**src/rtl/timer_arbiter_if.sv**
```systemverilog
// timer_arbiter_if: requester-side bus of the shared countdown timer.
interface timer_arbiter_if #(
    parameter int NREQ = 4,
    parameter int CW   = 8
);
    logic            en;
    logic [NREQ-1:0] req;
    logic [NREQ*CW-1:0] load;
    logic [NREQ-1:0] grant;
    logic [NREQ-1:0] done;
    logic            busy;
    logic            tick;
    logic [CW-1:0]   q;

    modport master (output en, req, load, input grant, done, busy, tick, q);
    modport slave  (input en, req, load, output grant, done, busy, tick, q);
endinterface

```
**src/rtl/timer_arbiter.sv**
```systemverilog
// timer_arbiter: round-robin shared countdown timer clocked by a divide-by-DIV tick enable.
// Define TIMER_ARB_FIXED_PRIO_EN for fixed priority (lowest index wins) arbitration.
module timer_arbiter #(
    parameter int NREQ = 4,
    parameter int DIV  = 50,
    parameter int CW   = 8
) (
    input logic            clk,
    input logic            rst_n,
    timer_arbiter_if.slave bus
);
    localparam int OW = $clog2(NREQ);
    localparam int PW = $clog2(DIV);

    typedef enum logic [1:0] {IDLE, RUN, DONE} state_t;

    state_t        state, state_nxt;
    logic [OW-1:0] owner, winner, idx;
    logic          found;
    logic [PW-1:0] presc;
    logic [CW-1:0] q;
    logic          ptick, abort;

    // owner doubles as the round-robin pointer: it only changes at grant
    always_comb begin
        winner = '0;
        found  = 1'b0;
        idx    = '0;
        for (int i = 0; i < NREQ; i++) begin
`ifdef TIMER_ARB_FIXED_PRIO_EN
            idx = OW'(i);
`else
            idx = OW'((int'(owner) + 1 + i) % NREQ);
`endif
            if (!found && bus.req[idx]) begin
                found  = 1'b1;
                winner = idx;
            end
        end
    end

    assign ptick = (state == RUN) && bus.en && (presc == PW'(DIV - 1));
    assign abort = !bus.req[owner];

    always_ff @(posedge clk or negedge rst_n) begin
        if (!rst_n)
            state <= IDLE;
        else
            state <= state_nxt;
    end

    // abort outranks completion, including a coincident final tick
    always_comb begin
        state_nxt = !bus.en        ? state :
                    state == IDLE  ? (found ? RUN : IDLE) :
                    state == RUN   ? (abort ? IDLE :
                                      (q == '0 || (ptick && q <= CW'(1))) ? DONE : RUN) :
                                     IDLE;
    end

    always_comb begin
        bus.grant = (state == RUN) ? NREQ'(1) << owner : '0;
        bus.done  = (state == DONE && bus.en) ? NREQ'(1) << owner : '0;
        bus.busy  = state == RUN;
        bus.tick  = ptick;
        bus.q     = q;
    end

    always_ff @(posedge clk or negedge rst_n) begin
        if (!rst_n) begin
            owner <= OW'(NREQ - 1);
            presc <= '0;
            q     <= '0;
        end else if (bus.en) begin
            if (state == IDLE && found) begin
                owner <= winner;
                q     <= bus.load[int'(winner)*CW +: CW];
                presc <= '0;
            end else if (state == RUN) begin
                presc <= ptick ? '0 : presc + 1'b1;
                if (abort || q == '0)
                    q <= '0;
                else if (ptick)
                    q <= q - 1'b1;
            end
        end
    end
endmodule

```
**src/flat_wrapper.sv**
```systemverilog
// flat-port wrapper written by rule: the top's interface ports become plain ports
module timer_arbiter_flat 
#(
    parameter int NREQ = 4,
    parameter int DIV  = 50,
    parameter int CW   = 8
)
  (clk, rst_n, bus_en, bus_req, bus_load, bus_grant, bus_done, bus_busy, bus_tick, bus_q);
  timer_arbiter_if #(.NREQ(NREQ), .CW(CW)) bus_i ();
  input logic clk;
  input logic rst_n;
  input wire logic [$bits(bus_i.en)-1:0] bus_en;
  input wire logic [$bits(bus_i.req)-1:0] bus_req;
  input wire logic [$bits(bus_i.load)-1:0] bus_load;
  output wire logic [$bits(bus_i.grant)-1:0] bus_grant;
  output wire logic [$bits(bus_i.done)-1:0] bus_done;
  output wire logic [$bits(bus_i.busy)-1:0] bus_busy;
  output wire logic [$bits(bus_i.tick)-1:0] bus_tick;
  output wire logic [$bits(bus_i.q)-1:0] bus_q;
  assign bus_i.en = bus_en;
  assign bus_i.req = bus_req;
  assign bus_i.load = bus_load;
  assign bus_grant = bus_i.grant;
  assign bus_done = bus_i.done;
  assign bus_busy = bus_i.busy;
  assign bus_tick = bus_i.tick;
  assign bus_q = bus_i.q;
  timer_arbiter #(.NREQ(NREQ), .DIV(DIV), .CW(CW)) u_core (.clk(clk), .rst_n(rst_n), .bus(bus_i));
endmodule
```
**config.mk**
```make
export PLATFORM = sky130hd
export DESIGN_NAME = timer_arbiter_flat
export DESIGN_NICKNAME = d
export VERILOG_FILES = /design/src/rtl/timer_arbiter_if.sv /design/src/rtl/timer_arbiter.sv /design/src/flat_wrapper.sv
export SDC_FILE = /design/constraint.sdc
export NUM_CORES = 1
export LEC_CHECK = 0
export ABC_AREA = 0
export ABC_CLOCK_PERIOD_IN_PS = 3150
export CAP_MARGIN = 20
export CORE_ASPECT_RATIO = 2
export CORE_MARGIN = 2
export CORE_UTILIZATION = 32
export DETAILED_ROUTE_END_ITERATION = 6
export MAX_ROUTING_LAYER = met4
export SLEW_MARGIN = 20
export SYNTH_ARGS = -nofsm -noshare
export SYNTH_HDL_FRONTEND = slang
export SYNTH_SLANG_ARGS = --single-unit
export TNS_END_PERCENT = 50
```
**constraint.sdc**
```tcl
create_clock -name clk -period 3.15 [get_ports clk]
set_input_delay 0.7875 -clock clk [delete_from_list [all_inputs] [get_ports clk]]
set_output_delay 0.7875 -clock clk [all_outputs]
set_load 0.03 [all_outputs]
```
---- After elaboration in Yosys (flattened, before gate mapping) ----
Cells that the tools add are included.
word-level totals
  register bits ........................... 18
  input bits .............................. 39
cells by class
  mux-type cells .......................... 32
  $add $sub $neg .......................... 6
  magnitude comparators ................... 6
  shift-type cells ........................ 2
  equality and inequality tests ........... 3
  reductions and logical operators ........ 21
operators by type and width
  operator               count
  $mux W8                4
  $shiftx A32 B6 Y8      1
  $mux W6                3
  $mux W2                8
  $lt A2 B3 Y1 const B   5
  $bmux W1 S2            5
  $mux W1                10
  $le A8 B1 Y1 const B   1
  $logic_and A1 B1 Y1    8
  $logic_not A8 Y1       1
  $mux W4                2
  $sub A8 B1 Y8 const B  1
  $add A6 B1 Y6 const B  1
  $eq A6 B6 Y1 const B   1
  $add A2 B1 Y2 const B  2
  $add A2 B2 Y2 const B  2
  $logic_not A1 Y1       4
  $reduce_and A2 Y1      2
  $shl A1 B2 Y4 const A  1
  $reduce_and A3 Y1      1
  $reduce_bool A3 Y1     1
  $eq A2 B1 Y1 const B   1
  $eq A2 B2 Y1 const B   1
  $logic_not A2 Y1       1
  2 further kinds        3

---- Depth between registers and ports, before layout ----
Gate-level depths: netlist (run 1).
  word-level depth ........................ 16
  depth in mapped cells ................... 9
  mapped depth without buffers ............ 8

---- Worst setup path before layout (run 1) ----
OpenSTA, ideal clock, no wires.
  path type ............................... reg2reg
  start ................................... reg u_core.owner[0]
  end ..................................... reg u_core.q[1], in the netlist u_core.bus.q[1]
  stages on the path, launching flop included .. 9
  arrival ................................. 2,315 ps
  path buffers ............................ 1
  slack ................................... 709 ps
  setup time .............................. 126 ps
  clock period less this slack ............ 2,441 ps
  data required time ...................... 3,024 ps
  cells stage by stage .................... dfstp_2 > inv_1 > ha_1 > a221o_1 > a21oi_4 > buf_8 > mux2i_1 > mux2i_1 > a221o_1
on the way
  longest elaborated chain between the ends .. 16
  elaborated cells on any way between the ends .. 38
RTL lines
  item                                                    RTL line             source
  from (decl)                                             timer_arbiter.sv:18  logic [OW-1:0] owner, winner, idx;
  from (signal assigned)                                  timer_arbiter.sv:71  owner <= OW'(NREQ - 1);
  from (signal assigned)                                  timer_arbiter.sv:76  owner <= winner;
  branches (longest 16 deep; another with $add A2 B1 Y2)  n/a
  to (signal assigned)                                    timer_arbiter.sv:77  q <= bus.load[int'(winner)*CW +: CW];
  to (signal assigned)                                    timer_arbiter.sv:84  q <= q - 1'b1;
  to (decl)                                               timer_arbiter.sv:21  logic [CW-1:0] q;
Parallel ways; which one is timed is not known. The select of a mux whose other input is x is not followed.
A chain may end at the register's enable or synchronous reset.

---- Final worst setup path (run 1) ----
  start ................................... in bus_en
  end ..................................... out bus_tick
on the way
  longest elaborated chain between the ends .. 2
RTL lines
  item                              RTL line             source
  from (decl)                       flat_wrapper.sv:12   input wire logic [$bits(bus_i.en)-1:0] bus_en;
  $logic_and A1 B1 Y1 (2 in a row)  timer_arbiter.sv:42  assign ptick = (state == RUN) && bus.en && (presc == PW'(DIV - 1));
  to (decl)                         flat_wrapper.sv:18   output wire logic [$bits(bus_i.tick)-1:0] bus_tick;
Every way passes these cells.

==> metrics.md, run 1 <==
| Metric | Value |
|---|---|
| Syn_area_per_cell | `roughly 9.2 um^2` |
| Total power divided by cell area | `roughly 800 nW/um^2` |
| Core area | `about 4600 um^2` |
| Max_cap viols | `0` |
| Setup total negative slack | `0 ps` |
| Origin of the worst min-delay path | `u_core.presc[5]` |
| Final hold violation count | `0` |
| Starting Density | `33.3%` |
| Cell Rows | `35` |
| Total nets after synthesis | `214` |
| Worst-path clk slew | `~80 ps` |
| Leading post-synthesis cells by cell area | `dfrtp_1 26%, mux2i_1 14%, ha_1 6.5%` |
| Setup violation total in the final timing report | `0` |
| Fraction of the yosys area taken by sequential cells | `29.6%` |
| Synth Instances | `~170` |
| Min-Delay Endpoint | `u_core.presc[5]` |
| Mux cell area share after synthesis | `~17%` |
| Count of pins over their slew limit | `0` |
| TritonCTS buffer count | `3` |
| Number of setup buffers added after CTS | `0` |
| Total power after layout | `roughly 1.8 mW` |
| Depth of the worst register-to-register path | `8` |
| Simple-gate area share of the yosys netlist | `23.5%` |
| Most frequent cells in the layout | `51 x clkdlybuf4s50_1, 22 x mux2i_1, 16 x dfrtp_1, 14 x o21ai_0, 13 x buf_4` |
| Gr usage total | `about 16%` |
| Worst min-delay path class | `flop to flop` |
| DRT Pass-1 Iters | `4` |
| CTS-repair resized insts | `0` |
| WP data required | `2360 ps` |
| Input/output buffers | `56` |
| Via count of the first global-routing pass | `1496` |
| Die boundary width | `about 53 um` |
| Sink count of the clock tree | `18` |
| Min cycle time layout | `2820 ps` |
| Commonest non-fill, non-tap cell in the layout | `clkdlybuf4s50_1` |
| Maximum number of pins on one net before global-route repair | `19` |
| Number of routed nets with antenna violations | `0` |
| Worst hold path depth | `1` |
| Area share of the largest cell type after synthesis | `26.2%` |
| Routed via count divided by cell count | `5.33` |
| Run status | `finished, final reports clean` |
| Classification of the worst setup path | `primary input to primary output` |
| FF+latch count, synth | `18` |
| Post-synthesis cell type with the largest combined area | `dfrtp_1` |
| Count of nets after finishing | `about 280` |
| Clk Tree Root Cell | `clkbuf_8` |
| Number of distinct library cells after synthesis | `between 40 and 50` |
| Number of diodes | `0` |
| Total via count after detailed routing | `roughly 1500` |
| Post-synthesis share of cell area spent on full adders, half adders and majority gates | `about 6.5%` |
| Depth of the CTS H-tree | `1` |
| Largest voltage drop on the vdd net | `approximately 0.00047 V` |
| Setup repair after global routing missed its margin | `false` |
| Xor and xnor area share after synthesis | `0%` |
| R2r setup slk | `about 560 ps` |
| Arrival @ worst endpoint | `2040 ps` |
| Skew-Pair Late Insertion Delay | `260 ps` |
| Number of DRC violations after detailed routing | `0` |
| Routed wire per std cell | `13.8 um` |
| Drt total wl | `around 4000 um` |
| Leakage power summed over all cells | `between 0.9 and 1 nW` |
| Compound-cell area share of the yosys netlist | `between 10% and 20%` |
| End of the worst register-to-register path | `u_core.bus.q[7]` |
| Critical R2R Launch | `u_core.owner[0]` |
| First-iteration detailed-routing DRC count | `14` |
| Headroom to the max-slew limit | `43.7%` |
| Critical Path Source Type | `primary input` |
| Number of antenna violations at the first check in global routing | `0` |
| Quantity of hold-fixing buffers added after cts | `0` |
| Setup crit end kind | `primary output` |
| Maximum root-to-sink buffer count | `2` |
| Post-synthesis cell area | `~1500 um^2` |
| Post-DP HPWL | `about 3200 um` |
| Last weighted congestion value of the routability-driven placer | `0.803` |
| Period Utilization, post-route | `roughly nine tenths` |
| Overall overflow remaining after global route | `0` |
| Count of boundary I/O pins | `57` |
| TritonCTS clock tree | `done` |
| Largest family of logic cells by synthesized area | `simple AND/OR/NAND/NOR gates` |
| Die outline area | `around 5400 um^2` |
| Fraction of layout cells with a size suffix above 1 | `approximately an eighth` |
| Die Span Y | `102 um` |
| Crit-path max FO | `6` |
| Clock tree skew after final layout | `roughly 8 ps` |
| Count of synthesis-stage warnings from yosys | `0` |
| Slew @ Worst Pin | `around 840 ps` |
| Synth-to-layout area growth | `45.1%` |
| Achievable Freq | `354 MHz` |
| Wire length of the first global-routing pass | `6460 um` |
## final cells by class
cell class	instances	area [um^2]
fill	475	2380
multi-input combinational	134	1000
timing repair buffer	64	608
sequential	18	453
tap	55	68.8
clock buffer	4	55.1
inverter	9	33.8
## cell usage after synthesis (all sizes together)
library cell	n
mux4	1
or2	1
nor2	6
a31oi	1
a211o	2
nand2b	3
nand4	2
o22a	1
clkbuf	1
inv	9
a32oi	1
and2b	1
buf	5
o31ai	2
nor3b	1
or4	1
nand3	7
mux2i	22
or3	2
dfstp	2
nor3	4
nand3b	1
nor4	5
a21oi	4
a221o	6
and4bb	1
nand2	11
a21o	1
nand4b	1
ha	8
a21boi	2
o22ai	2
o21a	2
mux2	1
dfrtp	16
and2	8
o21ai	16
and3	4
a41o	1
nor2b	2
## through the flow
stage	cells	hold WS [ps]	utilization (%)	setup slack [ps]	area, um^2
after floorplan	167	437	-	709	1530
after global placement	280	476	47.1	162	2170
after detailed placement	280	479	47.1	130	2170
after CTS	284	495	48.3	317	2220
after global routing	284	517	48.3	262	2220
final	284	498	48.3	327	2220
## worst max-delay path, stage by stage
cell and delay [ps]:
clkdlybuf4s50_1 540, and4bb_2 280, nand4_4 110, inv_2 140
buf_4 180
## sequential cells by signal (all words and copies together) (netlist names)
name          count
u_core.bus.q      8
u_core.presc      6
u_core.state      2
u_core.owner      2
## layer usage
| metal | GRT usage (%) | share of wire (%) |
|---|---|---|
| met1 | 16.1 | 35 |
| met2 | 31.1 | 60 |
| met3 | 0.295 | 2.1 |
| met4 | 8.28 | 2.8 |
| met5 | - | 0 |
## worst max-delay path by stage
stage | start | end
finish | bus_en | bus_tick
CTS | bus_en | bus_tick
global placement | bus_req[1] | u_core.bus.q[4]
global route | bus_en | bus_tick
detailed placement | bus_req[1] | u_core.bus.q[7]
floorplan | u_core.owner[0] | u_core.bus.q[1]
## kinds of logic after synthesis
family | count (synthesis)
AOI/OAI and AO/OA | 41
adders and majority gates | 8
buffers and inverters | 15
DFF | 18
muxes | 24
and+or+nand+nor | 61
## power by group
part           switching [mW]  internal (mW)  leakage [nW]
clock network          0.0828          0.111        0.0288
logic                   0.604          0.556         0.704
registers               0.113          0.321         0.231
total                   0.799          0.988         0.963
(Power assumes the default switching activity.)
==> run 2: changes to the inputs <==
--- a/config.mk
+++ b/config.mk
@@ -6,7 +6,6 @@
 export NUM_CORES = 1
 export LEC_CHECK = 0
 export ABC_AREA = 0
-export ABC_CLOCK_PERIOD_IN_PS = 3150
 export CAP_MARGIN = 20
 export CORE_ASPECT_RATIO = 2
 export CORE_MARGIN = 2
==> results of run 2 <==
No change in the layout: final DEF, timing and power equal those of run 1.
==> run 3: changes to the inputs <==
--- a/config.mk
+++ b/config.mk
@@ -6,7 +6,6 @@
 export NUM_CORES = 1
 export LEC_CHECK = 0
 export ABC_AREA = 0
-export CAP_MARGIN = 20
 export CORE_ASPECT_RATIO = 2
 export CORE_MARGIN = 2
 export CORE_UTILIZATION = 32
==> results of run 3 <==
No change in the layout: final DEF, timing and power equal those of run 1.
